--- config.mk ---
export PLATFORM = sky130hd
export DESIGN_NAME = down_counter_borrow_flat
export DESIGN_NICKNAME = d
export VERILOG_FILES = /design/src/rtl/down_counter_borrow_if.sv /design/src/rtl/down_counter_borrow.sv /design/src/flat_wrapper.sv
export SDC_FILE = /design/constraint.sdc
export NUM_CORES = 1
export LEC_CHECK = 0
export BUFFER_PORTS_ARGS = -buffer_cell sky130_fd_sc_hd__buf_2
export CORE_AREA = 5 5 42 44
export DETAILED_ROUTE_END_ITERATION = 8
export DIE_AREA = 0 0 47 49
export PLACE_DENSITY = 0.71
export SETUP_SLACK_MARGIN = 0.5
export SLEW_MARGIN = 20
export SYNTH_ARGS = -nofsm -noshare
export SYNTH_HDL_FRONTEND = slang
export SYNTH_SLANG_ARGS = --single-unit
--- constraint.sdc ---
create_clock -name clk -period 1.37 [get_ports clk]
set_input_delay 0.274 -clock clk [delete_from_list [all_inputs] [get_ports clk]]
set_output_delay 0.274 -clock clk [all_outputs]
set_load 0.005 [all_outputs]
--- src/rtl/down_counter_borrow_if.sv ---
// Control/status bundle for one down_counter_borrow stage.
// The slave side is the counter; the master side is whoever loads and enables it.
interface down_counter_borrow_if #(
    parameter int unsigned WIDTH = 4
);
    logic             load;
    logic [WIDTH-1:0] load_val;
    logic             en;
    logic [1:0]       mode;
    logic [WIDTH-1:0] count;
    logic             bo;
    logic             zero;
    logic             tc;
    logic             expired;

    modport master (
        output load, load_val, en, mode,
        input  count, bo, zero, tc, expired
    );

    modport slave (
        input  load, load_val, en, mode,
        output count, bo, zero, tc, expired
    );
endinterface

--- src/rtl/down_counter_borrow.sv ---
// Loadable, chainable down counter with a combinational borrow-out.
// Stages cascade by feeding one stage's bo into the next stage's en.
// Modes: 0/3 wrap to all-ones, 1 reload from the last loaded value, 2 one-shot (expire at 0).
module down_counter_borrow #(
    parameter int unsigned WIDTH = 4
) (
    input logic                  clk,
    input logic                  rst,
    down_counter_borrow_if.slave bus
);

    localparam logic [0:0] StRun     = 1'b0;
    localparam logic [0:0] StExpired = 1'b1;

    localparam logic [1:0] ModeReload  = 2'd1;
    localparam logic [1:0] ModeOneShot = 2'd2;

    logic [0:0]       state_q, state_d;
    logic [WIDTH-1:0] count_q, count_d;
    logic [WIDTH-1:0] reload_q, reload_d;
    logic             tc_q, tc_d;
    logic             count_zero;
    logic             borrow;

    assign count_zero = (count_q == '0);
    // Borrow is zero-latency so a higher stage decrements on the same edge this one wraps.
    assign borrow     = bus.en & count_zero & (state_q == StRun);

    // Next-state: load beats enable; an expired counter ignores enable entirely.
    always_comb begin
        state_d  = state_q;
        count_d  = count_q;
        reload_d = reload_q;
        tc_d     = 1'b0;
        if (bus.load) begin
            count_d  = bus.load_val;
            reload_d = bus.load_val;
            state_d  = StRun;
        end else if (bus.en && (state_q == StRun)) begin
            if (!count_zero) begin
                count_d = count_q - WIDTH'(1);
            end else begin
                tc_d = 1'b1;
                unique case (bus.mode)
                    ModeReload:  count_d = reload_q;
                    ModeOneShot: begin
                        count_d = '0;
                        state_d = StExpired;
                    end
                    default:     count_d = '1;
                endcase
            end
        end
    end

    // State registers with synchronous reset taking priority over everything.
    always_ff @(posedge clk) begin
        if (rst) begin
            state_q  <= StRun;
            count_q  <= '0;
            reload_q <= '0;
            tc_q     <= 1'b0;
        end else begin
            state_q  <= state_d;
            count_q  <= count_d;
            reload_q <= reload_d;
            tc_q     <= tc_d;
        end
    end

    // Outputs: all registered except bo and zero, which decode registered state.
    always_comb begin
        bus.count   = count_q;
        bus.zero    = count_zero;
        bus.bo      = borrow;
        bus.tc      = tc_q;
        bus.expired = (state_q == StExpired);
    end

endmodule
--- src/flat_wrapper.sv ---
// flat-port wrapper written by rule: the top's interface ports become plain ports
module down_counter_borrow_flat 
#(
    parameter int unsigned WIDTH = 4
)
  (clk, rst, bus_load, bus_load_val, bus_en, bus_mode, bus_count, bus_bo, bus_zero, bus_tc, bus_expired);
  down_counter_borrow_if #(.WIDTH(WIDTH)) bus_i ();
  input logic clk;
  input logic rst;
  input wire logic [$bits(bus_i.load)-1:0] bus_load;
  input wire logic [$bits(bus_i.load_val)-1:0] bus_load_val;
  input wire logic [$bits(bus_i.en)-1:0] bus_en;
  input wire logic [$bits(bus_i.mode)-1:0] bus_mode;
  output wire logic [$bits(bus_i.count)-1:0] bus_count;
  output wire logic [$bits(bus_i.bo)-1:0] bus_bo;
  output wire logic [$bits(bus_i.zero)-1:0] bus_zero;
  output wire logic [$bits(bus_i.tc)-1:0] bus_tc;
  output wire logic [$bits(bus_i.expired)-1:0] bus_expired;
  assign bus_i.load = bus_load;
  assign bus_i.load_val = bus_load_val;
  assign bus_i.en = bus_en;
  assign bus_i.mode = bus_mode;
  assign bus_count = bus_i.count;
  assign bus_bo = bus_i.bo;
  assign bus_zero = bus_i.zero;
  assign bus_tc = bus_i.tc;
  assign bus_expired = bus_i.expired;
  down_counter_borrow #(.WIDTH(WIDTH)) u_core (.clk(clk), .rst(rst), .bus(bus_i));
endmodule
==> metrics.cfg, run 1 <==
[synthesis]
synth.area.top_cells = dfxtp_1, a21oi_1, mux2i_1
syn_area_per_cell_um2 = 8.48
yosysUniqueCellTypes = 26
synth_seq_cells = 10
synth_edf_count = 0
synth_nets = 73
yosysTopAreaCell = dfxtp_1
yosysSeqAreaShare = 0.381
yosysMostFrequentCell = dfxtp_1
synthesis.area_um2 = 526
synthTopCellsByCount = dfxtp_1, a21oi_1, inv_1
yosysTopAreaCellShare = 0.381
async_flop_share = 0
ys.flop_type = dfxtp_1
yosysWarningCount = 0
synthCells = 62

[power_and_ir_drop]
power_frac_comb = 0.368
p_int_w = 0.000591
p_sw_frac = 0.297
p_leak_nw = 0.409
finalPower_w = 0.000841
p_seq_frac = 0.385
switchingPower_w = 0.000249
ir_drop_v = 0.000593
p_per_area_mw_per_mm2 = 945
clockPowerShare = 0.247

[global_route]
grt_max_degree = 12
grt_pass1_vias = 531
grt_pass1_wl_um = 2500
grt_antenna_before_repair = 0
grt_use_total = 0.151
gr-total-overflow = 0

[drt]
routed_wirelength_um = 1580
first_pass_iters = 4
vias_per_cell = 5.22
first_iter_violations = 12
post_drt_wl_per_cell_um = 14.0
ant_nets = 0
route.detailed.drc = 0
via_count = 590

[floorplanning]
coreArea_mm2 = 0.00140
rows = 14
die_area_mm2 = 0.00230
io_pins = 18
die_h_um = 49
start_util = 0.375
die_w_um = 47

[timing]
layout_setup_ws_ns = -0.346
slew_violations = 0
fin_crit_sh = 1.25
fmax_ghz = 0.583
rsz0062_at_grt = yes
hold_violations = 0
relSlewSlack = 0.701
period_minus_slack_ns = 1.72
fin_skew_ns = 0.000759
setup_viol = 7
worstMarginPinSlew_ns = 0.447

[flow_run]
drv_cap = 0

[final_layout]
fillers = 121
syn2layout_area_growth_pct = 69.3
drive_gt1_frac = 0.608
utilization = 0.635
n_antenna_cell = 0
nNetsFinal = 110
multi_input_area_um2 = 345
seq_area_um2 = 206

[placed_design]
portBuffers = 17
dp_hpwl_um = 1020
gp_congestion = 0.866

[clocking]
cts_hold_buf = 0
clock_latency_ns = 0.27
clkTransAtPathRegs_ns = 0.06
cts_buffer_depth = 2
cts_tree = built
cts_root_buffer = clkbuf_4
cts-htree-levels = 1
clkSinkCount = 10
numCtsBuffers = 3

[hold_path]
hold_class = input port to flop

[setup_path]
cp_max_fo = 3
required_ns = 1.10
startpoint_type = flop
critPathArrivalTime_ns = 1.44
path_class = flop to primary output
critPathCaptureType = primary output

[status]
status = finished with violations
violations = negative setup slack

==> flip-flops by register name (all words and copies together), names as in the netlist <==
register and count:
u_core.bus.tc 1, u_core.bus.expired 1, u_core.reload_q 4, u_core.bus.count 4
==> layer usage <==
| metal | share of wire | routed length, µm | GRT usage |
|---|---|---|---|
| met4 | 0.020 | 32 | 0.0691 |
| met1 | 0.44 | 688 | 0.198 |
| met3 | 0.075 | 119 | 0.0406 |
| met5 | 0 | 0 | 0 |
| met2 | 0.47 | 738 | 0.222 |
==> cell families (layout without fill, tap and decap cells) <==
kind of cell	count (synthesis)	after routing	synth area share
simple gates	26	26	0.321
flops	10	10	0.381
buf+inv	8	43	0.0571
fa+ha+maj	1	1	0.0238
mux	3	3	0.0571
compound gates	14	14	0.160
==> metrics by stage <==
stage	hold WS, ns	setup slack, ns	cell area, µm²	setup TNS, ns	instances
final	0.262	-0.346	890	-1.45	113
after global routing	0.264	-0.396	890	-1.90	113
after CTS	0.266	-0.327	856	-1.32	112
after detailed placement	0.457	-0.140	693	-0.303	100
after global placement	0.452	-0.109	693	-0.173	100
after floorplan	0.421	-0.0619	544	-0.108	62
==> power groups by stage <==
stage	clock network, W	registers, W	logic (W)
global placement	0	0.000326	0.000197
finish	0.000208	0.000324	0.000309
CTS	0.000206	0.000323	0.000283
detailed placement	0	0.000328	0.000199
floorplan	0	0.000332	0.000110
global route	0.000231	0.000325	0.000332
==> layout make-up <==
class / count / share of cell area
multi-input cells: 44 / 0.388
well taps: 16 / 0.0225
inverters: 6 / 0.0281
flip-flops and latches: 10 / 0.232
clock buffers: 3 / 0.0253
repair buffers: 34 / 0.304
==> final timing paths <==
| kind | from | endpoint | slack [ns] | cells past startpoint |
|---|---|---|---|---|
| worst min-delay path | bus_load_val[2] | u_core.bus.count[2]$_SDFFE_PP0P_ | 0.26 | 3 |
| worst max register to register | u_core.bus.count[0]$_SDFFE_PP0P_ | u_core.bus.count[0]$_SDFFE_PP0P_ | -0.27 | 7 |
| worst min register to register | u_core.reload_q[1]$_SDFFE_PP0P_ | u_core.reload_q[1]$_SDFFE_PP0P_ | 0.47 | 2 |
| worst max-delay path | u_core.bus.count[0]$_SDFFE_PP0P_ | bus_bo | -0.35 | 5 |
==> worst max-delay path: stages (launching register included) <==
cell and delay [ns]:
dfxtp_2 0.33, inv_2 0.07, ha_4 0.12, or3b_4 0.42, nor2_4 0.11, buf_2 0.12
==> repair_timing <==
action                     4_1_cts  5_1_grt
setup endpoints to repair       14       14
cloned                           0        0
setup buffers                    9        1
gates resized for setup         16        7
pin swaps                        2        2
==> placed cells by master, fill, tap and decap left out, types with 4 or more instances in the layout <==
cell / synthesis / layout
a21oi_1: 6 / 6
buf_2: 0 / 12
buf_4: 0 / 10
buf_6: 0 / 12
dfxtp_1: 10 / 5
dfxtp_2: 0 / 5
nand2_1: 5 / 4
nor2_1: 5 / 5
(Power assumes the default switching activity.)
==> run 2: changes to the inputs <==
--- a/config.mk
+++ b/config.mk
@@ -6,10 +6,12 @@
 export NUM_CORES = 1
 export LEC_CHECK = 0
 export BUFFER_PORTS_ARGS = -buffer_cell sky130_fd_sc_hd__buf_2
-export CORE_AREA = 5 5 42 44
+export CELL_PAD_IN_SITES_DETAIL_PLACEMENT = 0
+export CELL_PAD_IN_SITES_GLOBAL_PLACEMENT = 1
+export CORE_MARGIN = 5
+export CORE_UTILIZATION = 30
 export DETAILED_ROUTE_END_ITERATION = 8
-export DIE_AREA = 0 0 47 49
-export PLACE_DENSITY = 0.71
+export PLACE_DENSITY = 0.74
 export SETUP_SLACK_MARGIN = 0.5
 export SLEW_MARGIN = 20
 export SYNTH_ARGS = -nofsm -noshare
==> run 2 against run 1 <==
Against the previous run: the flow still finishes with violations (negative setup slack); sequential cell count unchanged; largest cell class unchanged; critical path type unchanged; non-clock buffer count fell by 6; clock skew decreased by 0.00055 ns; register-to-register slack improved by 0.06 ns; via count fell by 8.3%; sequential share of layout area grew 1.9 points.
==> metrics.cfg, run 2 (same netlist as run 1, synthesis figures left out) <==
[global_route]
grt_max_degree = 12  ; unchanged
grt_use_total = 0.125  ; -0.0258
grt_antenna_before_repair = 0  ; unchanged
grt_pass1_vias = 561  ; +5.6%
grt_pass1_wl_um = 2300  ; -8.0%
gr-total-overflow = 0  ; unchanged

[clocking]
clock_latency_ns = 0.27  ; about the same
cts-htree-levels = 1  ; unchanged
clkSinkCount = 10  ; unchanged
cts_tree = built
clkTransAtPathRegs_ns = 0.07  ; about the same
cts_buffer_depth = 2  ; unchanged
cts_root_buffer = clkbuf_4
numCtsBuffers = 3  ; unchanged

[power_and_ir_drop]
p_seq_frac = 0.375  ; -0.010
p_leak_nw = 0.377  ; -7.8%
switchingPower_w = 0.000238  ; -4.6%
ir_drop_v = 0.000407  ; -31%
p_int_w = 0.000620  ; +4.9%
power_frac_comb = 0.302  ; -0.066
finalPower_w = 0.000858  ; +2.1%
p_sw_frac = 0.277  ; -0.0194
p_per_area_mw_per_mm2 = 1040  ; +10%
clockPowerShare = 0.322  ; +0.075

[placed_design]
gp_congestion = 0.840  ; -3.0%
dp_hpwl_um = 1020  ; about the same
dp_cells = 100  ; unchanged
portBuffers = 17  ; unchanged

[drt]
first_pass_iters = 2  ; -2
ant_nets = 0  ; unchanged
routed_wirelength_um = 1400  ; -11%
route.detailed.drc = 0  ; unchanged
via_count = 541  ; -8.3%
vias_per_cell = 4.96  ; -4.9%
first_iter_violations = 1  ; -11
post_drt_wl_per_cell_um = 12.8  ; -8.2%

[floorplanning]
start_util = 0.311  ; -0.0639
die_h_um = 51.9  ; +5.8%
rows = 15  ; +1
coreArea_mm2 = 0.00169  ; +21%
die_w_um = 51.9  ; +10%
io_pins = 18  ; unchanged
die_area_mm2 = 0.00269  ; +17%

[hold_path]
hold_class = input port to flop
holdPathStages = 3  ; unchanged

[timing]
period_minus_slack_ns = 1.69  ; -0.0224 ns
fin_skew_ns = 0.000211  ; -0.000548 ns
layout_setup_ws_ns = -0.324  ; +0.0224 ns
slew_violations = 0  ; unchanged
fin_crit_sh = 1.24  ; -0.0163
hold_violations = 0  ; unchanged
rsz0062_at_grt = yes
relSlewSlack = 0.804  ; +0.103
worstMarginPinSlew_ns = 0.292  ; -0.156 ns
setup_viol = 7  ; unchanged
tns_ns = -1.21  ; +0.231 ns
fmax_ghz = 0.590  ; +1.3%

[final_layout]
final_common_cell = buf_2
n_antenna_cell = 0  ; unchanged
nNetsFinal = 104  ; -5.5%
syn2layout_area_growth_pct = 56.4
fillers = 166  ; +37%
layout_common_cells = buf_2, buf_6, buf_4
drive_gt1_frac = 0.565  ; -0.0430
fin_cells = 109  ; -3.5%

[flow_run]
drv_cap = 0  ; unchanged

[setup_path]
r2r_cells = 7  ; unchanged
critPathCaptureType = primary output
critPathArrivalTime_ns = 1.42  ; -0.02 ns
rrSetupSlack_ns = -0.21  ; +0.06 ns
required_ns = 1.10  ; about the same
path_class = flop to primary output
startpoint_type = flop
cp_max_fo = 3  ; unchanged

[status]
violations = negative setup slack
status = finished with violations

## run 2: worst paths after layout
| kind | from | endpoint |
|---|---|---|
| hold reg to reg | u_core.reload_q[0]$_SDFFE_PP0P_ | u_core.reload_q[0]$_SDFFE_PP0P_ |
| hold / removal | bus_load_val[3] | u_core.bus.count[3]$_SDFFE_PP0P_ |
| setup reg to reg | u_core.bus.count[0]$_SDFFE_PP0P_ | u_core.bus.count[0]$_SDFFE_PP0P_ |
| setup / recovery | u_core.bus.count[0]$_SDFFE_PP0P_ | bus_bo |
## run 2: per-layer routing
layer,routed length (µm),global-route usage,vias up
met2,653,0.205,11
met3,54,0.0458,5
met1,636,0.123,248
li1,-,-,277
met4,54,0.105,0
met5,0,0,-
## run 2: what timing repair did
item	CTS	global route
hold endpoints to repair	0	0
setup buffers	4	1
cloned	0	0
resized for setup	12	3
pin swaps	2	2
endpoints found under the setup margin	14	14
hold buffers	0	0
## run 2: area by class of cell
cell class / instances / area (µm²) / share of cell area
Inverter: 6 / 25.0 / 0.0304
Timing Repair Buffer: 28 / 208 / 0.253
Tap cell: 17 / 21.3 / 0.0259
Multi-Input combinational cell: 44 / 325 / 0.396
Sequential cell: 10 / 206 / 0.251
Clock buffer: 4 / 36.3 / 0.0441
## run 2: worst max-delay path, stage by stage (launching register included)
cell,delay [ns]
dfxtp_2,0.32
inv_2,0.07
ha_4,0.13
or3b_4,0.41
nor2_4,0.10
buf_2,0.11
## run 2: power by group through the flow
stage | Clock (W) | Sequential [W] | Combinational (W)
after floorplan | 0 | 0.000332 | 0.000110
after CTS | 0.000284 | 0.000322 | 0.000245
final | 0.000277 | 0.000322 | 0.000260
after global placement | 0 | 0.000327 | 0.000189
after detailed placement | 0 | 0.000327 | 0.000189
after global routing | 0.000295 | 0.000324 | 0.000286
## run 2: through the flow
step | hold slack (ns) | util | area [µm²] | worst slack (ns)
3_5_place_dp | 0.468 | 0.407 | 687 | -0.0947
5_1_grt | 0.252 | 0.487 | 822 | -0.380
2_1_floorplan | 0.421 | - | 544 | -0.0619
3_3_place_gp | 0.464 | 0.407 | 687 | -0.0762
6_report | 0.249 | 0.487 | 822 | -0.324
4_1_cts | 0.246 | 0.476 | 803 | -0.328
